### config.mk
export PLATFORM = sky130hd
export DESIGN_NAME = core_ctrl_fsm
export DESIGN_NICKNAME = d
export VERILOG_FILES = /design/src/rtl/core_ctrl_fsm.sv
export SDC_FILE = /design/constraint.sdc
export NUM_CORES = 1
export LEC_CHECK = 0
export BUFFER_PORTS_ARGS = -buffer_cell sky130_fd_sc_hd__buf_2
export CAP_MARGIN = 20
export CORE_MARGIN = 2
export CORE_UTILIZATION = 51
export DETAILED_ROUTE_END_ITERATION = 8
export PLACE_DENSITY = 0.91
export SYNTH_ARGS = -nofsm -noshare
export SYNTH_HDL_FRONTEND = slang
export SYNTH_SLANG_ARGS = --single-unit
### constraint.sdc
create_clock -name clk -period 2.33 [get_ports clk]
set_clock_uncertainty 0.15 [all_clocks]
set_input_delay 0.3495 -clock clk [delete_from_list [all_inputs] [get_ports clk]]
set_output_delay 0.3495 -clock clk [all_outputs]
set_load 0.01 [all_outputs]
### src/rtl/core_ctrl_fsm.sv
// core_ctrl_fsm: multi-cycle FETCH/DECODE/EXEC/MEM/WB control sequencer for the rv32 core.
// Outputs are decoded combinationally from the state register, opcode and the ready inputs.
// They are forced to 0 while rst is high.
// Optional build macro ILLEGAL_TRAP_EN: when it is defined, DECODE halts on unknown opcodes
// and on SYSTEM with funct3 != 000, and sets illegal. When it is undefined, those
// instructions retire as NOPs and illegal stays 0.
module core_ctrl_fsm #(
  parameter int unsigned TIMEOUT_CYCLES = 256
) (
  input  logic       clk,
  input  logic       rst,
  input  logic [6:0] opcode,
  input  logic [2:0] funct3,
  input  logic       branch_taken,
  output logic       imem_req,
  input  logic       imem_ready,
  output logic       ir_we,
  output logic       dmem_req,
  output logic       dmem_we,
  input  logic       dmem_ready,
  output logic       alu_src_a,
  output logic       alu_src_b,
  output logic       rf_we,
  output logic [1:0] wb_sel,
  output logic       pc_we,
  output logic [1:0] pc_sel,
  output logic       retire,
  output logic       halted,
  output logic       timeout,
  output logic       illegal
);

  localparam logic [6:0] OPC_LUI    = 7'b0110111;
  localparam logic [6:0] OPC_AUIPC  = 7'b0010111;
  localparam logic [6:0] OPC_JAL    = 7'b1101111;
  localparam logic [6:0] OPC_JALR   = 7'b1100111;
  localparam logic [6:0] OPC_BRANCH = 7'b1100011;
  localparam logic [6:0] OPC_LOAD   = 7'b0000011;
  localparam logic [6:0] OPC_STORE  = 7'b0100011;
  localparam logic [6:0] OPC_OPIMM  = 7'b0010011;
  localparam logic [6:0] OPC_OP     = 7'b0110011;
  localparam logic [6:0] OPC_FENCE  = 7'b0001111;
  localparam logic [6:0] OPC_SYSTEM = 7'b1110011;

  localparam int unsigned CNT_W = (TIMEOUT_CYCLES < 2) ? 1 : $clog2(TIMEOUT_CYCLES + 1);

  typedef enum logic [2:0] {
    S_FETCH  = 3'd0,
    S_DECODE = 3'd1,
    S_EXEC   = 3'd2,
    S_MEM    = 3'd3,
    S_WB     = 3'd4,
    S_HALT   = 3'd5
  } state_t;

  state_t             state_q, state_d;
  logic [CNT_W-1:0]   wait_cnt_q, wait_cnt_d;
  logic               timeout_q, timeout_set;
  logic               sel_a, sel_b;
  logic               is_sys_halt, is_ill, wd_expire;
`ifdef ILLEGAL_TRAP_EN
  logic               illegal_q, illegal_set;
`endif

  // Opcode classification and ALU operand selects shared by EXEC/MEM/WB
  always_comb begin
    sel_a  = 1'b0;
    sel_b  = 1'b0;
    is_ill = 1'b0;
    case (opcode)
      OPC_OP, OPC_BRANCH, OPC_LUI, OPC_FENCE: ;
      OPC_OPIMM, OPC_LOAD, OPC_STORE, OPC_JALR: sel_b = 1'b1;
      OPC_AUIPC, OPC_JAL: begin
        sel_a = 1'b1;
        sel_b = 1'b1;
      end
      OPC_SYSTEM: is_ill = (funct3 != 3'b000);
      default: is_ill = 1'b1;
    endcase
    is_sys_halt = (opcode == OPC_SYSTEM) && (funct3 == 3'b000);
  end

  // Watchdog expiry: a wait of TIMEOUT_CYCLES cycles without ready (0 disables)
  always_comb begin
    wd_expire = (TIMEOUT_CYCLES != 0) && (wait_cnt_q == CNT_W'(TIMEOUT_CYCLES));
  end

  // Next-state and output decode
  always_comb begin
    state_d     = state_q;
    wait_cnt_d  = '0;
    timeout_set = 1'b0;
`ifdef ILLEGAL_TRAP_EN
    illegal_set = 1'b0;
`endif
    imem_req    = 1'b0;
    ir_we       = 1'b0;
    dmem_req    = 1'b0;
    dmem_we     = 1'b0;
    alu_src_a   = 1'b0;
    alu_src_b   = 1'b0;
    rf_we       = 1'b0;
    wb_sel      = 2'b00;
    pc_we       = 1'b0;
    pc_sel      = 2'b00;
    retire      = 1'b0;
    halted      = 1'b0;
    timeout     = 1'b0;
    illegal     = 1'b0;
    if (!rst) begin
      timeout = timeout_q;
`ifdef ILLEGAL_TRAP_EN
      illegal = illegal_q;
`endif
      case (state_q)
        S_FETCH: begin
          imem_req = 1'b1;
          if (imem_ready) begin
            ir_we   = 1'b1;
            state_d = S_DECODE;
          end else if (wd_expire) begin
            timeout_set = 1'b1;
            state_d     = S_HALT;
          end else begin
            wait_cnt_d = wait_cnt_q + CNT_W'(1);
          end
        end
        S_DECODE: begin
          if (is_sys_halt) begin
            state_d = S_HALT;
          end
`ifdef ILLEGAL_TRAP_EN
          else if (is_ill) begin
            illegal_set = 1'b1;
            state_d     = S_HALT;
          end
`endif
          else begin
            state_d = S_EXEC;
          end
        end
        S_EXEC: begin
          alu_src_a = sel_a;
          alu_src_b = sel_b;
          if ((opcode == OPC_LOAD) || (opcode == OPC_STORE)) begin
            state_d = S_MEM;
          end else if (opcode == OPC_BRANCH) begin
            pc_we   = 1'b1;
            pc_sel  = branch_taken ? 2'b01 : 2'b00;
            retire  = 1'b1;
            state_d = S_FETCH;
          end else if ((opcode == OPC_FENCE) || is_ill) begin
            pc_we   = 1'b1;
            retire  = 1'b1;
            state_d = S_FETCH;
          end else begin
            state_d = S_WB;
          end
        end
        S_MEM: begin
          alu_src_a = sel_a;
          alu_src_b = sel_b;
          dmem_req  = 1'b1;
          dmem_we   = (opcode == OPC_STORE);
          if (dmem_ready) begin
            if (opcode == OPC_STORE) begin
              pc_we   = 1'b1;
              retire  = 1'b1;
              state_d = S_FETCH;
            end else begin
              state_d = S_WB;
            end
          end else if (wd_expire) begin
            timeout_set = 1'b1;
            state_d     = S_HALT;
          end else begin
            wait_cnt_d = wait_cnt_q + CNT_W'(1);
          end
        end
        S_WB: begin
          alu_src_a = sel_a;
          alu_src_b = sel_b;
          rf_we     = 1'b1;
          pc_we     = 1'b1;
          retire    = 1'b1;
          state_d   = S_FETCH;
          case (opcode)
            OPC_LOAD:          wb_sel = 2'b01;
            OPC_JAL, OPC_JALR: wb_sel = 2'b10;
            OPC_LUI:           wb_sel = 2'b11;
            default:           wb_sel = 2'b00;
          endcase
          case (opcode)
            OPC_JAL:  pc_sel = 2'b01;
            OPC_JALR: pc_sel = 2'b10;
            default:  pc_sel = 2'b00;
          endcase
        end
        S_HALT: begin
          halted = 1'b1;
        end
        default: begin
          state_d = S_HALT;
        end
      endcase
    end
  end

  // State, watchdog counter and sticky halt-cause flags
  always_ff @(posedge clk) begin
    if (rst) begin
      state_q    <= S_FETCH;
      wait_cnt_q <= '0;
      timeout_q  <= 1'b0;
`ifdef ILLEGAL_TRAP_EN
      illegal_q  <= 1'b0;
`endif
    end else begin
      state_q    <= state_d;
      wait_cnt_q <= wait_cnt_d;
      timeout_q  <= timeout_q | timeout_set;
`ifdef ILLEGAL_TRAP_EN
      illegal_q  <= illegal_q | illegal_set;
`endif
    end
  end

endmodule

# Word-level counts from Yosys, hierarchy flattened
# Cells that the tools add are included.
word_totals:
  regBits: 13
  word_cells: 88
classes:
  add_sub_neg: 1
  n_eq_ne: 17
  muxes: 55
  bitwise: 1
  reduce_logical: 11
ops:
  columns: ["operator", "count"]
  rows:
  - ["1-bit 2-to-1 mux", 33]
  - ["7-bit equality test (second input constant)", 4]
  - ["9-bit 2-to-1 mux", 3]
  - ["3-bit 2-to-1 mux", 8]
  - ["7-bit by 6-bit equality test with 1-bit output (second input constant)", 3]
  - ["3-bit one-hot mux with 6 select lines", 1]
  - ["9-bit one-hot mux with 2 select lines", 1]
  - ["7-bit by 5-bit equality test with 1-bit output (second input constant)", 2]
  - ["10-bit OR reduction", 1]
  - ["9-bit by 1-bit adder with 9-bit output (second input constant)", 1]
  - ["9-bit equality test (second input constant)", 1]
  - ["2-bit one-hot mux with 2 select lines", 2]
  - ["7-bit by 2-bit equality test with 1-bit output (second input constant)", 1]
  - ["7-bit by 4-bit equality test with 1-bit output (second input constant)", 1]
  - ["3-bit by 2-bit equality test with 1-bit output (second input constant)", 2]
  - ["3-bit equality test (second input constant)", 2]
  - ["3-bit zero test", 2]
  - ["2-bit 2-to-1 mux", 3]
  - ["2-bit one-hot mux with 3 select lines", 1]
  - ["6-bit OR reduction", 1]
  - ["1-bit one-hot mux with 2 select lines", 2]
  - ["2-bit OR reduction", 2]
  - ["3-bit by 1-bit equality test with 1-bit output (second input constant)", 1]
  - ["1-bit one-hot mux with 3 select lines", 1]
  - ["other kinds (5)", 6]

# Longest topological paths before layout
# Gate-level depths: netlist of the first run.
depth:
  depth_word: 9
  mapped_depth: 7
  ltp_nobuf: 6

# Worst setup path before layout of the first run
# Ideal clock, no wire load.
synth_path:
  path_kind: "input -> output"
  from: "in opcode[4]"
  to: "out retire"
  t_arrival_ns: 1.616
  required_ns: 1.831
  setup_slack_ns: 0.215
  path_stages: 7
  path_buffers: 3
  cell_sequence: "buf_4 -> or2_0 -> clkbuf_1 -> nor3_1 -> a32oi_1 -> a21oi_1 -> buf_4"
synth_via:
  elab_chain_len: 9
synth_lines:
  columns: ["element", "line", "rtl"]
  rows:
  - ["start, declared", "12", "input logic [6:0] opcode,"]
  - ["7-bit by 2-bit equality test with 1-bit output, or another cell as far along", "70, 145", null]
  - ["10-bit OR reduction (no line)", null, null]
  - ["1-bit one-hot mux with 2 select lines", "70", "case (opcode)"]
  - ["1-bit logical OR", "152", "end else if ((opcode == OPC_FENCE) || is_ill) begin"]
  - ["1-bit 2-to-1 mux (3 in series)", null, null]
  - ["1-bit one-hot mux with 3 select lines (*)", null, null]
  - ["1-bit 2-to-1 mux (*)", null, null]
  - ["end, declared", "27", "output logic retire,"]
# Every way passes the cells marked *; elsewhere a longest branch is shown, timed or not.

# Worst setup path after layout of the first run
layout_path:
  from: "reg state_q[1]"
  to: "out pc_sel[0]"
layout_via:
  elab_chain_len: 3
layout_lines:
  columns: ["element", "line", "rtl"]
  rows:
  - ["start, declared", "56", "state_t state_q, state_d;"]
  - ["start signal, assigned", "219", "state_q <= state_d;"]
  - ["3-bit equality test / 3-bit by 2-bit equality test with 1-bit output (equally long branches)", "115", "case (state_q)"]
  - ["2-bit one-hot mux with 2 select lines (*)", "115", null]
  - ["2-bit 2-to-1 mux (*)", "110", "if (!rst) begin"]
  - ["end, declared", "26", "output logic [1:0] pc_sel,"]
# Marked as above.

==> flow_summary.toml, run 1 <==
[run_status]
outcome = "completed"

[yosys]
syn-cell-area_mm2 = 0.001070
synth_top_area_frac = 0.2433
synth-edff-count = 0
synthTopCellsByArea = "dfxtp_1 (24%), nor2_1 (6.3%), xor2_1 (4.9%), nor4_4 (4.0%), nand3_1 (3.3%)"
mappedNetlistNets = 154
synth_area_leader_cell = "dfxtp_1"
synth_ff_type = "dfxtp_1"
synth-seq-area-share = 0.2433
synth_commonest_cells = "nor2_1 (18), dfxtp_1 (13), inv_1 (7), nand2_1 (7), nand3_1 (7)"
avgSynthCellArea_um2 = 7.809
netlist_instances = 137
ys_seq_elements = 13
yosysMostFrequentCell = "nor2_1"
yosysUniqueCellTypes = 52
async_flop_share = 0
yosysWarningCount = 0

[worst_setup_path]
crit_path_end_kind = "output port"
cp_max_fo = 13
cp.arrival_ps = 1740
crit_type = "register to output port"
r2r_start = "wait_cnt_q[0]"
required_ps = 1830
start_kind = "register"
r2r_end = "state_q[1]"
ff2ff_setup_slack_ps = 550
rr_worst_depth = 6

[place]
dp_hpwl_um = 1910
portBuffers = 29
place_area_mm2 = 0.001221
globalplace.congestion = 0.8845

[routing]
initialDrtViolationCount = 21
drc_errors = 0
top_layer_used = "met4"
met3WireLength_um = 166
wirelength_um = 2517
wl_met2_um = 1314
drt_pass1_iterations = 4
vias = 1131
wl_met1_um = 985
wire_per_inst_um = 13.18
viasPerCell = 5.921
ant_nets = 0

[sta]
fin_hold_ws_ps = 268.5
finalCritPeriodShare = 0.9611
min_period_ps = 2239
finalMaxSlewViolations = 0
finalSetupTns_ps = 0
finalSetupViolCount = 0
fmax_ghz = 0.4466
rsz0062_at_grt = "no"
hold_viol = 0

[job]
maxCapViolCount = 0

[floorplanning]
dieArea_mm2 = 0.002480
core_mm2 = 0.001962
io_pins = 31
row_count = 16
fp.dieW_um = 49.80
dieHeight_um = 49.80
start_util = 0.5453

[clock_tree]
cts_tree = "yes"
clk_path_buf_depth = 2
cts_root_buf = "clkbuf_4"
cts_max_level = 1
numCtsBuffers = 3
clkLatencyLatePin_ps = 280
cts.sinks = 13
clkTransAtPathRegs_ps = 80
cts_setup_buffers = 0

[finish]
post-route-util = 0.6378
fillCellCount = 181
diodes = 0
fin_area_mm2 = 0.001251
drive_gt1_frac = 0.2927
syn2layout_area_growth_pct = 16.96
nets = 182

[worst_hold_path]
holdCritPathClass = "input pin to register"
worst_hold_path.num_cells = 3
min_to = "state_q[0]"
min_from = "rst"

[power_and_ir_drop]
ir_drop_mv = 0.3273
p_per_area_mw_per_mm2 = 366.9
total_leakage_power_nw = 0.5118

[grt]
gr-total-overflow = 0
grt_pass1_vias = 1091
grt_pass1_wl_um = 4457
grt_usage = 0.2225
grt_max_degree = 17
antenna_found_initial = 0
sequential cells by signal (all words and copies together), names as in the netlist:
name and cells:
timeout_q 1, state_q 3, wait_cnt_q 9
where the power goes:
part / internal [mW] / total [mW] / switching, mW
combinational: 0.0346 / 0.0890 / 0.0544
sequential: 0.226 / 0.230 / 0.00346
clock: 0.0636 / 0.141 / 0.0769
critical path, stage by stage (launching register included):
cell and delay [ps]:
dfxtp_1 340, buf_4 170, nor3b_1 290, o21a_1 190, nand4b_1 120, a21boi_0 190, buf_2 160
final cells by class:
cell class                 instances  area [um2]  share of cell area
clock buffer                       3       22.52             0.01800
multi-input combinational        107       728.2              0.5820
inverter                           7       26.28             0.02100
tap                               27       33.78             0.02700
clock inverter                     1       5.005            0.004000
timing repair buffer              33       175.2              0.1400
sequential                        13       260.3              0.2080
through the flow:
step                      cells  total power [mW]  setup WS (ps)
after CTS                   191            0.4617          27.81
after global routing        191            0.4780          45.41
final                       191            0.4591          90.61
after global placement      187            0.3175          238.3
after floorplan             137            0.2909          214.6
after detailed placement    187            0.3212          209.9
timing repair:
item                                    in CTS  in global routing
resized for setup                            0                  1
hold buffers                                 0                  0
endpoints found under the setup margin       0                  4
placed cells by master, fill, tap and decap left out, drive strengths merged, types with 3 or more instances in the layout:
cell and instances:
nand4 4, nor4 4, o21ai 6, nor3 6
inv 7, a21oi 6, xor2 6, clkbuf 3
or2 4, nand2 7, nor2 18, nand3 7
dfxtp 13, buf 33
cells by family after synthesis:
kind of cell / count (synthesis) / synth area share
and+or+nand+nor: 69 / 0.4152
AOI/OAI and AO/OA: 27 / 0.1696
buffers and inverters: 17 / 0.07836
DFF: 13 / 0.2433
xor gates and xnor gates: 7 / 0.05731
adders and majority gates: 2 / 0.02339
other: 1 / 0.003505
muxes: 1 / 0.009357
metal layers:
| metal | track usage | vias to the layer above |
|---|---|---|
| met5 | 0 | - |
| met4 | 0.07870 | 0 |
| met3 | 0.04242 | 10 |
| met2 | 0.4267 | 62 |
| met1 | 0.2374 | 512 |
| li1 | - | 547 |
worst max path at each step:
| stage | cells after the start | start | slack, ps | endpoint |
|---|---|---|---|---|
| after floorplan | 7 | opcode[4] | 210 | retire |
| after global placement | 5 | rst | 240 | pc_sel[1] |
| after detailed placement | 6 | opcode[3] | 210 | retire |
| after CTS | 4 | state_q[0] | 30 | pc_sel[1] |
| after global routing | 6 | state_q[1] | 50 | pc_sel[0] |
| final | 6 | state_q[1] | 90 | pc_sel[0] |
No activity file was read; power rests on OpenSTA's default activity.
==> run 2, diff against run 1 <==
--- a/config.mk
+++ b/config.mk
@@ -8,9 +8,10 @@
 export BUFFER_PORTS_ARGS = -buffer_cell sky130_fd_sc_hd__buf_2
 export CAP_MARGIN = 20
 export CORE_MARGIN = 2
-export CORE_UTILIZATION = 51
+export CORE_UTILIZATION = 55
 export DETAILED_ROUTE_END_ITERATION = 8
-export PLACE_DENSITY = 0.91
+export PLACE_DENSITY = 0.95
+export SLEW_MARGIN = 30
 export SYNTH_ARGS = -nofsm -noshare
 export SYNTH_HDL_FRONTEND = slang
 export SYNTH_SLANG_ARGS = --single-unit
==> constraint.sdc (replaced) <==
create_clock -name clk -period 2.84 [get_ports clk]
set_clock_uncertainty 0.15 [all_clocks]
set_input_delay 0.426 -clock clk [delete_from_list [all_inputs] [get_ports clk]]
set_output_delay 0.426 -clock clk [all_outputs]
set_load 0.01 [all_outputs]
==> flow_summary.toml, run 2 (synthesis gave the netlist of run 1 again) <==
[clock_tree]
cts_max_level = 1
clkTransAtPathRegs_ps = 90
cts_resized = 0
cts.sinks = 13
clkLatencyLatePin_ps = 280
cts_hold_buffers = 0
cts_tree = "yes"
cts_setup_buffers = 0
cts_root_buf = "clkbuf_4"
numCtsBuffers = 3
clk_path_buf_depth = 2

[power_and_ir_drop]
total_leakage_power_nw = 0.4906
power.total_mw = 0.3762
ir_drop_mv = 0.1921
p_per_area_mw_per_mm2 = 309.4

[sta]
hold_viol = 0
min_period_ps = 2588
setup_ws_ps = 251.5
tightestPinTransition_ps = 500.2
finalSetupTns_ps = 0
fmax_ghz = 0.3863
rsz0062_at_grt = "no"
finalCritPeriodShare = 0.9114
relSlewSlack = 0.6661
finalMaxSlewViolations = 0
finalSetupViolCount = 0

[routing]
initialDrtViolationCount = 19
vias = 1060
ant_nets = 0
wirelength_um = 2366
drt_pass1_iterations = 4
drc_errors = 0
wire_per_inst_um = 12.79
viasPerCell = 5.730

[floorplanning]
dieHeight_um = 48.10
row_count = 15
io_pins = 31
core_mm2 = 0.001783
dieArea_mm2 = 0.002314
fp.dieW_um = 48.10
start_util = 0.6000

[finish]
reg_top3 = "wait_cnt_q x9, state_q x3, timeout_q x1"
seqCellArea_um2 = 260.3
layoutNonFillerInstCount = 185
multi_input_area_um2 = 725.7
mostFrequentLayoutCells = "buf_2 (29), nor2_1 (18), dfxtp_1 (13)"
nets = 178
diodes = 0
top_register = "wait_cnt_q"
syn2layout_area_growth_pct = 13.68
drive_gt1_frac = 0.2688
final_common_cell = "buf_2"
fillCellCount = 148
largest_reg_flops = 9

[grt]
grt_use_met1 = 0.2545
gr-total-overflow = 0
grt_usage = 0.2237
grt_pass1_wl_um = 3643
grt-busiest-layer = "met2"
met2_usage = 0.3840
grt_pass1_vias = 930
antenna_found_initial = 0
grt_max_degree = 18
grtUsageMet3 = 0.07037

[worst_setup_path]
cp_max_fo = 17
start_kind = "register"
required_ps = 2260
crit_chain = "or4b_4 -> or2_4 -> nor4_4 -> buf_2"
crit_family = "simple AND/OR/NAND/NOR gates"
crit_type = "register to output port"
crit_path_end_kind = "output port"
cp.arrival_ps = 2010
crit_slowest_cell = "or4b_4"
worst_path_largest_cell_delay_ps = 620
cp_num_buf_inv = 1

[place]
portBuffers = 29
dp.cells = 181
dp_slack_ps = 513.3
globalplace.congestion = 0.9217
dp_hpwl_um = 1807

[worst_hold_path]
holdCritPathClass = "input pin to register"

[job]
maxCapViolCount = 0

[run_status]
outcome = "completed"
run 2: changes by cell type in the layout (fill, tap and decap cells not counted), sizes merged:
cell | before | now
buf | 33 | 29
run 2: cell type report:
class	instances	area share
inverter	7	0.02160
timing repair buffer	29	0.1193
sequential	13	0.2140
clock buffer	3	0.01852
multi-input combinational	107	0.5967
clock inverter	1	0.004115
tap	25	0.02572
run 2: power by group:
part,internal (mW),switching [mW]
Clock,0.0524,0.0674
Combinational,0.0251,0.0370
Sequential,0.185,0.00896
Total,0.263,0.113
run 2: worst paths after layout:
path	slack (ps)	endpoint	from	cells after the start
worst min-delay path	290	state_q[0]	rst	2
worst min register to register	360	wait_cnt_q[0]	wait_cnt_q[0]	1
worst max register to register	930	state_q[1]	wait_cnt_q[0]	6
worst max-delay path	250	pc_sel[1]	state_q[0]	4
run 2: routing by layer:
layer,vias up,share of wire
li1,541,-
met1,470,0.43
met2,43,0.49
met3,6,0.058
met4,0,0.015
met5,-,0
run 2: stage by stage:
step	hold WS, ps	utilization	area [um2]
final	294.2	0.6821	1216
after CTS	285.5	0.6821	1216
after global routing	300.8	0.6821	1216
after global placement	328.7	0.6667	1189
after detailed placement	342.1	0.6667	1189
after floorplan	303.5	-	1070
